`src/rtl/perf_hist_monitor.sv`:
```
// Purpose: hardware performance monitor with event counters, per-channel occupancy histograms and a retire watchdog.
// Latency: counters update one cycle after sampling; each dump word takes a LOAD and a SEND cycle (2 cycles minimum).
// Backpressure: the dump word is held stable while out_valid & ~out_ready; counting continues during a stall.
module perf_hist_monitor #(
  parameter int NCHAN      = 3,
  parameter int OCC_W      = 8,
  parameter int NBINS      = 17,
  parameter int CNT_W      = 32,
  parameter int RET_W      = 2,
  parameter int WDOG_W     = 16,
  parameter int WDOG_LIMIT = 5000,
  parameter int IDX_W      = 6
) (
  input  logic                   clk,
  input  logic                   rst,
  input  logic                   en,
  input  logic [RET_W-1:0]       ret_cnt,
  input  logic [RET_W-1:0]       br_cnt,
  input  logic [RET_W-1:0]       mp_cnt,
  input  logic [NCHAN*OCC_W-1:0] occ,
  input  logic [NCHAN-1:0]       occ_valid,
  input  logic                   clr,
  input  logic                   dump_start,
  output logic                   out_valid,
  input  logic                   out_ready,
  output logic [IDX_W-1:0]       out_index,
  output logic [CNT_W-1:0]       out_data,
  output logic                   out_last,
  output logic                   busy,
  output logic                   wdog_trip
);

  localparam int                NWORDS   = 4 + NCHAN * NBINS;
  localparam logic [IDX_W-1:0]  LAST_IDX = IDX_W'(NWORDS - 1);
  localparam logic [CNT_W-1:0]  CNT_MAX  = '1;
  localparam logic [WDOG_W-1:0] WDOG_MAX = '1;
  localparam logic [WDOG_W-1:0] WLIM     = WDOG_W'(WDOG_LIMIT);

  typedef enum logic [1:0] {S_IDLE, S_LOAD, S_SEND} state_t;

  // Saturating add of a small per-cycle count onto a counter.
  function automatic logic [CNT_W-1:0] sat_add(input logic [CNT_W-1:0] a, input logic [RET_W-1:0] b);
    logic [CNT_W:0] s;
    s = {1'b0, a} + {{(CNT_W + 1 - RET_W){1'b0}}, b};
    return s[CNT_W] ? CNT_MAX : s[CNT_W-1:0];
  endfunction

  logic [CNT_W-1:0]  cyc_q, cyc_d, inst_q, inst_d, br_q, br_d, mp_q, mp_d;
  logic [CNT_W-1:0]  hist_q [NCHAN][NBINS];
  logic [CNT_W-1:0]  hist_d [NCHAN][NBINS];
  logic [WDOG_W-1:0] wdog_q, wdog_d;
  logic              trip_q, trip_d;
  logic [CNT_W-1:0]  word;

  state_t            state_q;
  logic [IDX_W-1:0]  idx_q;
  logic              out_valid_q, out_last_q, busy_q;
  logic [IDX_W-1:0]  out_index_q;
  logic [CNT_W-1:0]  out_data_q;

  // Next-state for counters, histograms and watchdog; clr discards same-cycle events.
  always_comb begin
    cyc_d  = cyc_q;
    inst_d = inst_q;
    br_d   = br_q;
    mp_d   = mp_q;
    wdog_d = wdog_q;
    trip_d = trip_q;
    for (int c = 0; c < NCHAN; c++) begin
      for (int b = 0; b < NBINS; b++) begin
        hist_d[c][b] = hist_q[c][b];
      end
    end
    if (clr) begin
      cyc_d  = '0;
      inst_d = '0;
      br_d   = '0;
      mp_d   = '0;
      wdog_d = '0;
      trip_d = 1'b0;
      for (int c = 0; c < NCHAN; c++) begin
        for (int b = 0; b < NBINS; b++) begin
          hist_d[c][b] = '0;
        end
      end
    end else if (en) begin
      cyc_d  = sat_add(cyc_q, RET_W'(1));
      inst_d = sat_add(inst_q, ret_cnt);
      br_d   = sat_add(br_q, br_cnt);
      mp_d   = sat_add(mp_q, mp_cnt);
      // The top bin collects every occupancy at or above NBINS-1.
      for (int c = 0; c < NCHAN; c++) begin
        for (int b = 0; b < NBINS; b++) begin
          if (occ_valid[c] &&
              ((b == NBINS - 1) ? (int'(occ[c*OCC_W +: OCC_W]) >= NBINS - 1)
                                : (int'(occ[c*OCC_W +: OCC_W]) == b)) &&
              (hist_q[c][b] != CNT_MAX)) begin
            hist_d[c][b] = hist_q[c][b] + CNT_W'(1);
          end
        end
      end
      if (ret_cnt != '0) begin
        wdog_d = '0;
      end else if (wdog_q != WDOG_MAX) begin
        wdog_d = wdog_q + WDOG_W'(1);
      end
      // Sticky: once the idle count reaches the limit only clr or reset removes the flag.
      if (wdog_d == WLIM) begin
        trip_d = 1'b1;
      end
    end
  end

  // Counter state registers.
  always_ff @(posedge clk or negedge rst) begin
    if (!rst) begin
      cyc_q  <= '0;
      inst_q <= '0;
      br_q   <= '0;
      mp_q   <= '0;
      wdog_q <= '0;
      trip_q <= 1'b0;
      for (int c = 0; c < NCHAN; c++) begin
        for (int b = 0; b < NBINS; b++) begin
          hist_q[c][b] <= '0;
        end
      end
    end else begin
      cyc_q  <= cyc_d;
      inst_q <= inst_d;
      br_q   <= br_d;
      mp_q   <= mp_d;
      wdog_q <= wdog_d;
      trip_q <= trip_d;
      for (int c = 0; c < NCHAN; c++) begin
        for (int b = 0; b < NBINS; b++) begin
          hist_q[c][b] <= hist_d[c][b];
        end
      end
    end
  end

  // Dump word select: four event counters followed by histograms, channel-major.
  always_comb begin
    word = '0;
    if (idx_q == IDX_W'(0)) word = cyc_q;
    if (idx_q == IDX_W'(1)) word = inst_q;
    if (idx_q == IDX_W'(2)) word = br_q;
    if (idx_q == IDX_W'(3)) word = mp_q;
    for (int c = 0; c < NCHAN; c++) begin
      for (int b = 0; b < NBINS; b++) begin
        if (idx_q == IDX_W'(4 + c * NBINS + b)) word = hist_q[c][b];
      end
    end
  end

  // Dump FSM with registered outputs; clr aborts any dump in flight.
  always_ff @(posedge clk or negedge rst) begin
    if (!rst) begin
      state_q     <= S_IDLE;
      idx_q       <= '0;
      out_valid_q <= 1'b0;
      out_index_q <= '0;
      out_data_q  <= '0;
      out_last_q  <= 1'b0;
      busy_q      <= 1'b0;
    end else if (clr) begin
      state_q     <= S_IDLE;
      idx_q       <= '0;
      out_valid_q <= 1'b0;
      out_last_q  <= 1'b0;
      busy_q      <= 1'b0;
    end else begin
      case (state_q)
        S_IDLE: begin
          if (dump_start) begin
            state_q <= S_LOAD;
            idx_q   <= '0;
            busy_q  <= 1'b1;
          end
        end
        S_LOAD: begin
          out_data_q  <= word;
          out_index_q <= idx_q;
          out_last_q  <= (idx_q == LAST_IDX);
          out_valid_q <= 1'b1;
          state_q     <= S_SEND;
        end
        S_SEND: begin
          if (out_ready) begin
            out_valid_q <= 1'b0;
            if (out_last_q) begin
              state_q <= S_IDLE;
              busy_q  <= 1'b0;
            end else begin
              idx_q   <= idx_q + IDX_W'(1);
              state_q <= S_LOAD;
            end
          end
        end
        default: state_q <= S_IDLE;
      endcase
    end
  end

  assign out_valid = out_valid_q;
  assign out_index = out_index_q;
  assign out_data  = out_data_q;
  assign out_last  = out_last_q;
  assign busy      = busy_q;
  assign wdog_trip = trip_q;

endmodule

```
`config.mk`:
```
export PLATFORM = sky130hd
export DESIGN_NAME = perf_hist_monitor
export DESIGN_NICKNAME = d
export VERILOG_FILES = /design/src/rtl/perf_hist_monitor.sv
export SDC_FILE = /design/constraint.sdc
export NUM_CORES = 2
export LEC_CHECK = 0
export BUFFER_PORTS_ARGS = -buffer_cell sky130_fd_sc_hd__buf_2
export CORE_MARGIN = 4
export CORE_UTILIZATION = 29
export DETAILED_ROUTE_END_ITERATION = 10
export HOLD_SLACK_MARGIN = 0.05
export PLACE_DENSITY = 0.5
export RECOVER_POWER = 50
export SYNTH_ARGS = -nofsm -noshare
export SYNTH_HDL_FRONTEND = slang
export SYNTH_SLANG_ARGS = --single-unit
```
`constraint.sdc`:
```
create_clock -name clk -period 4.3 [get_ports clk]
set_input_delay 0.86 -clock clk [delete_from_list [all_inputs] [get_ports clk]]
set_output_delay 0.86 -clock clk [all_outputs]
set_load 0.01 [all_outputs]
```
==> results.py <==
metrics = {
    "outcome": {
        "status": "finished with violations",
        "violations": "max-capacitance violations, max-slew violations, negative setup slack",
    },
    "synthesis": {
        "ys_warn_count": 0,
        "ys_top_cells_by_area": "dfrtp_1, nor2_1, xor2_1",
        "synth_seq_cells": 1826,
        "syn_avg_cell_area_um2": 8.64,
        "synth_cells": 12400,
        "synth-async-reset-ratio": 1.00,
        "yosys.area.top_type": "dfrtp_1",
        "synth_top_area_share": 0.427,
        "synth_ff_type": "dfrtp_1",
        "yosysSeqAreaShare": 0.427,
        "synth_edf_count": 0,
        "mappedNetlistArea_um2": 107000,
        "synth_cell_types": 119,
        "synth_fp_nets": 12500,
    },
    "timing": {
        "final-setup-viol-count": 11,
        "slew_headroom": -1.38,
        "rsz0062_at_grt": "false",
        "fmax_mhz": 219,
        "skew_ns": 0.0802,
        "worst_pin_slew_ns": 3.56,
        "finalMaxSlewViolations": 75,
        "layout_min_cycle_time_ns": 4.57,
        "hold_ws_ns": 0.282,
        "hold_viol": 0,
        "finalCritPeriodShare": 1.06,
        "setup_ws_ns": -0.268,
    },
    "drt": {
        "postRouteAntennaNets": 0,
        "drc_errors": 0,
        "totalWireLength_um": 505000,
        "first_pass_iters": 8,
        "routedWlPerCell_um": 28.5,
        "vias": 103000,
        "first_iter_violations": 13600,
        "vias_per_cell": 5.81,
    },
    "clock_tree": {
        "cts_max_level": 4,
        "cts_buffer_depth": 4,
        "clkLatencyLatePin_ns": 0.96,
        "cts-root-buf": "clkbuf_16",
        "clkTransAtPathRegs_ns": 0.06,
        "cts_tree": "done",
        "numCtsBuffers": 218,
        "cts.sinks": 1826,
    },
    "setup_path": {
        "worst_r2r_path_depth": 11,
        "endpoint_kind": "flop",
        "crit_arrival_ns": 5.42,
        "crit_fanout": 13,
        "path_class": "flop to flop",
        "cp.required_ns": 5.15,
        "cp-start-kind": "flop",
    },
    "placed_design": {
        "port_buffers": 80,
        "gp_congestion": 1.07,
        "dpl-instance-area_um2": 117000,
        "dp.cells": 17300,
        "dp_hpwl_um": 393000,
    },
    "floorplanning": {
        "ios": 81,
        "core_um2": 367000,
        "core.rowCount": 222,
        "fp.dieH_um": 616,
        "initial_core_util": 0.292,
        "die_w_um": 616,
        "design.die.area_um2": 379000,
    },
    "grt": {
        "grt_antenna_before_repair": 33,
        "grt_pass1_wl_um": 719000,
        "grt_start_max_net_pins": 147,
        "grt_overflow": 0,
        "grt_pass1_vias": 94500,
        "gr-usage-all-layers": 0.256,
    },
    "run": {
        "maxCapViolations": 1,
    },
    "power_and_ir_drop": {
        "power_density_nw_per_um2": 312,
        "max-vdd-ir-drop_mv": 0.347,
        "cellLeakagePower_nw": 50.5,
    },
    "cells_and_area": {
        "final_common_cell": "nor2_1",
        "mostFrequentLayoutCells": "nor2_1, dfrtp_1, nand2_1, xor2_1, nand3_1",
        "finalCoreUtilization": 0.339,
        "drive_gt1_frac": 0.102,
        "instances_no_fill": 17700,
        "nNetsFinal": 12900,
        "final_area_um2": 124000,
        "syn_to_final_growth_pct": 16.1,
    },
    "hold_path": {
        "hold_path.class": "primary input to flop",
        "worstHoldPathCells": 4,
    },
}
==> layout make-up <==
cell class	instances	area, µm²
antenna	10	25.0
clock buffer	307	6290
clock inverter	87	1280
fill	38300	242000
inverter	261	985
multi-input combinational	9691	58300
sequential	1826	45700
tap	4816	6030
timing repair buffer	749	5700
==> state kept, by name, summed over array words and instances, names as in the netlist, 2 cells and up <==
name and flops:
br_q 32, inst_q 32, out_index 6, state_q 2, hist_q 1632, out_data 32, mp_q 32, cyc_q 32
wdog_q 16, idx_q 6
==> power breakdown <==
part | switching, mW | total, mW | internal (mW)
Sequential | 0.111 | 17.3 | 17.2
Combinational | 1.13 | 1.39 | 0.254
Clock | 8.23 | 20.1 | 11.9
Total | 9.47 | 38.8 | 29.3
==> cell usage after synthesis, types with 52 or more instances <==
cell type,count
mux2i_1,52
xnor2_1,536
nor2_1,2049
ha_1,63
buf_2,92
nand2_1,996
inv_1,259
a221oi_1,101
a31oi_1,77
clkbuf_1,468
nor4_1,138
dfrtp_1,1826
or3_1,262
o22ai_1,233
a211oi_1,97
and4_1,194
a22oi_1,129
and3_1,317
a21oi_1,487
o221ai_1,66
xor2_1,847
o211ai_1,71
nor3_1,371
and2_1,106
o21ai_0,469
nand4_1,465
nand3_1,739
==> per-stage QoR <==
step                setup slack [ns]  setup TNS, ns  power (mW)
finish                        -0.268         -0.982        38.8
global route                 0.00305              0        39.9
CTS                          0.00673              0        39.1
detailed placement            -0.524          -2.31        19.0
global placement              -0.404          -2.41        19.0
floorplan                      0.857              0        18.1
==> per-layer routing <==
layer | GRT usage | part of all wire | up-vias
met4 | 0.125 | 0.061 | 18
met2 | 0.372 | 0.42 | 5288
met5 | 0 | 0.00025 | -
met1 | 0.356 | 0.42 | 51300
met3 | 0.0579 | 0.10 | 1088
li1 | - | - | 45400
==> critical path: stages (launching register included) <==
cell and delay [ns]:
dfrtp_1 0.48, inv_1 0.20, ha_4 0.31, inv_2 0.27, buf_4 0.29, a31oi_1 0.71
a21o_1 0.18, o211ai_1 0.18, o211ai_1 0.25, nor4b_1 0.88, o21ai_0 0.43, a41oi_1 0.26
==> cell families (layout without fill, tap and decap cells) <==
logic type               Yosys count  count (layout)  synth area share
AO/OA/AOI/OAI                   2273            2273             0.143
XOR/XNOR                        1383            1383             0.113
adder cells (fa/ha/maj)           66              66           0.00792
buffers and inverters            874            1404            0.0329
flip-flops                      1826            1826             0.427
multiplexers                      53              53           0.00497
other                              0              10                 0
AND/OR/NAND/NOR                 5916            5916             0.271
==> path summary, 6_finish.rpt <==
check	start	slack [ns]	endpoint
hold reg to reg	out_index[5]$_DFFE_PN0P_	0.48	out_index[5]$_DFFE_PN0P_
setup / recovery	idx_q[0]$_DFFE_PN0P_	-0.27	out_data[9]$_DFFE_PN0P_
setup reg to reg	idx_q[0]$_DFFE_PN0P_	-0.27	out_data[9]$_DFFE_PN0P_
hold / removal	out_ready	0.28	busy$_DFFE_PN0P_
min in group asynchronous	rst	1.67	wdog_q[3]$_DFFE_PN0P_
max in group asynchronous	rst	0.31	hist_q[1202]$_DFFE_PN0P_
==> what timing repair did <==
action                                  CTS  global route
gates resized for setup                  19            26
hold buffers                              1             0
endpoints found under the hold margin    50             0
pin swaps                                 1             3
endpoints found under the setup margin   12            16
setup buffers                             0            10
No activity file was read; power rests on OpenSTA's default activity.
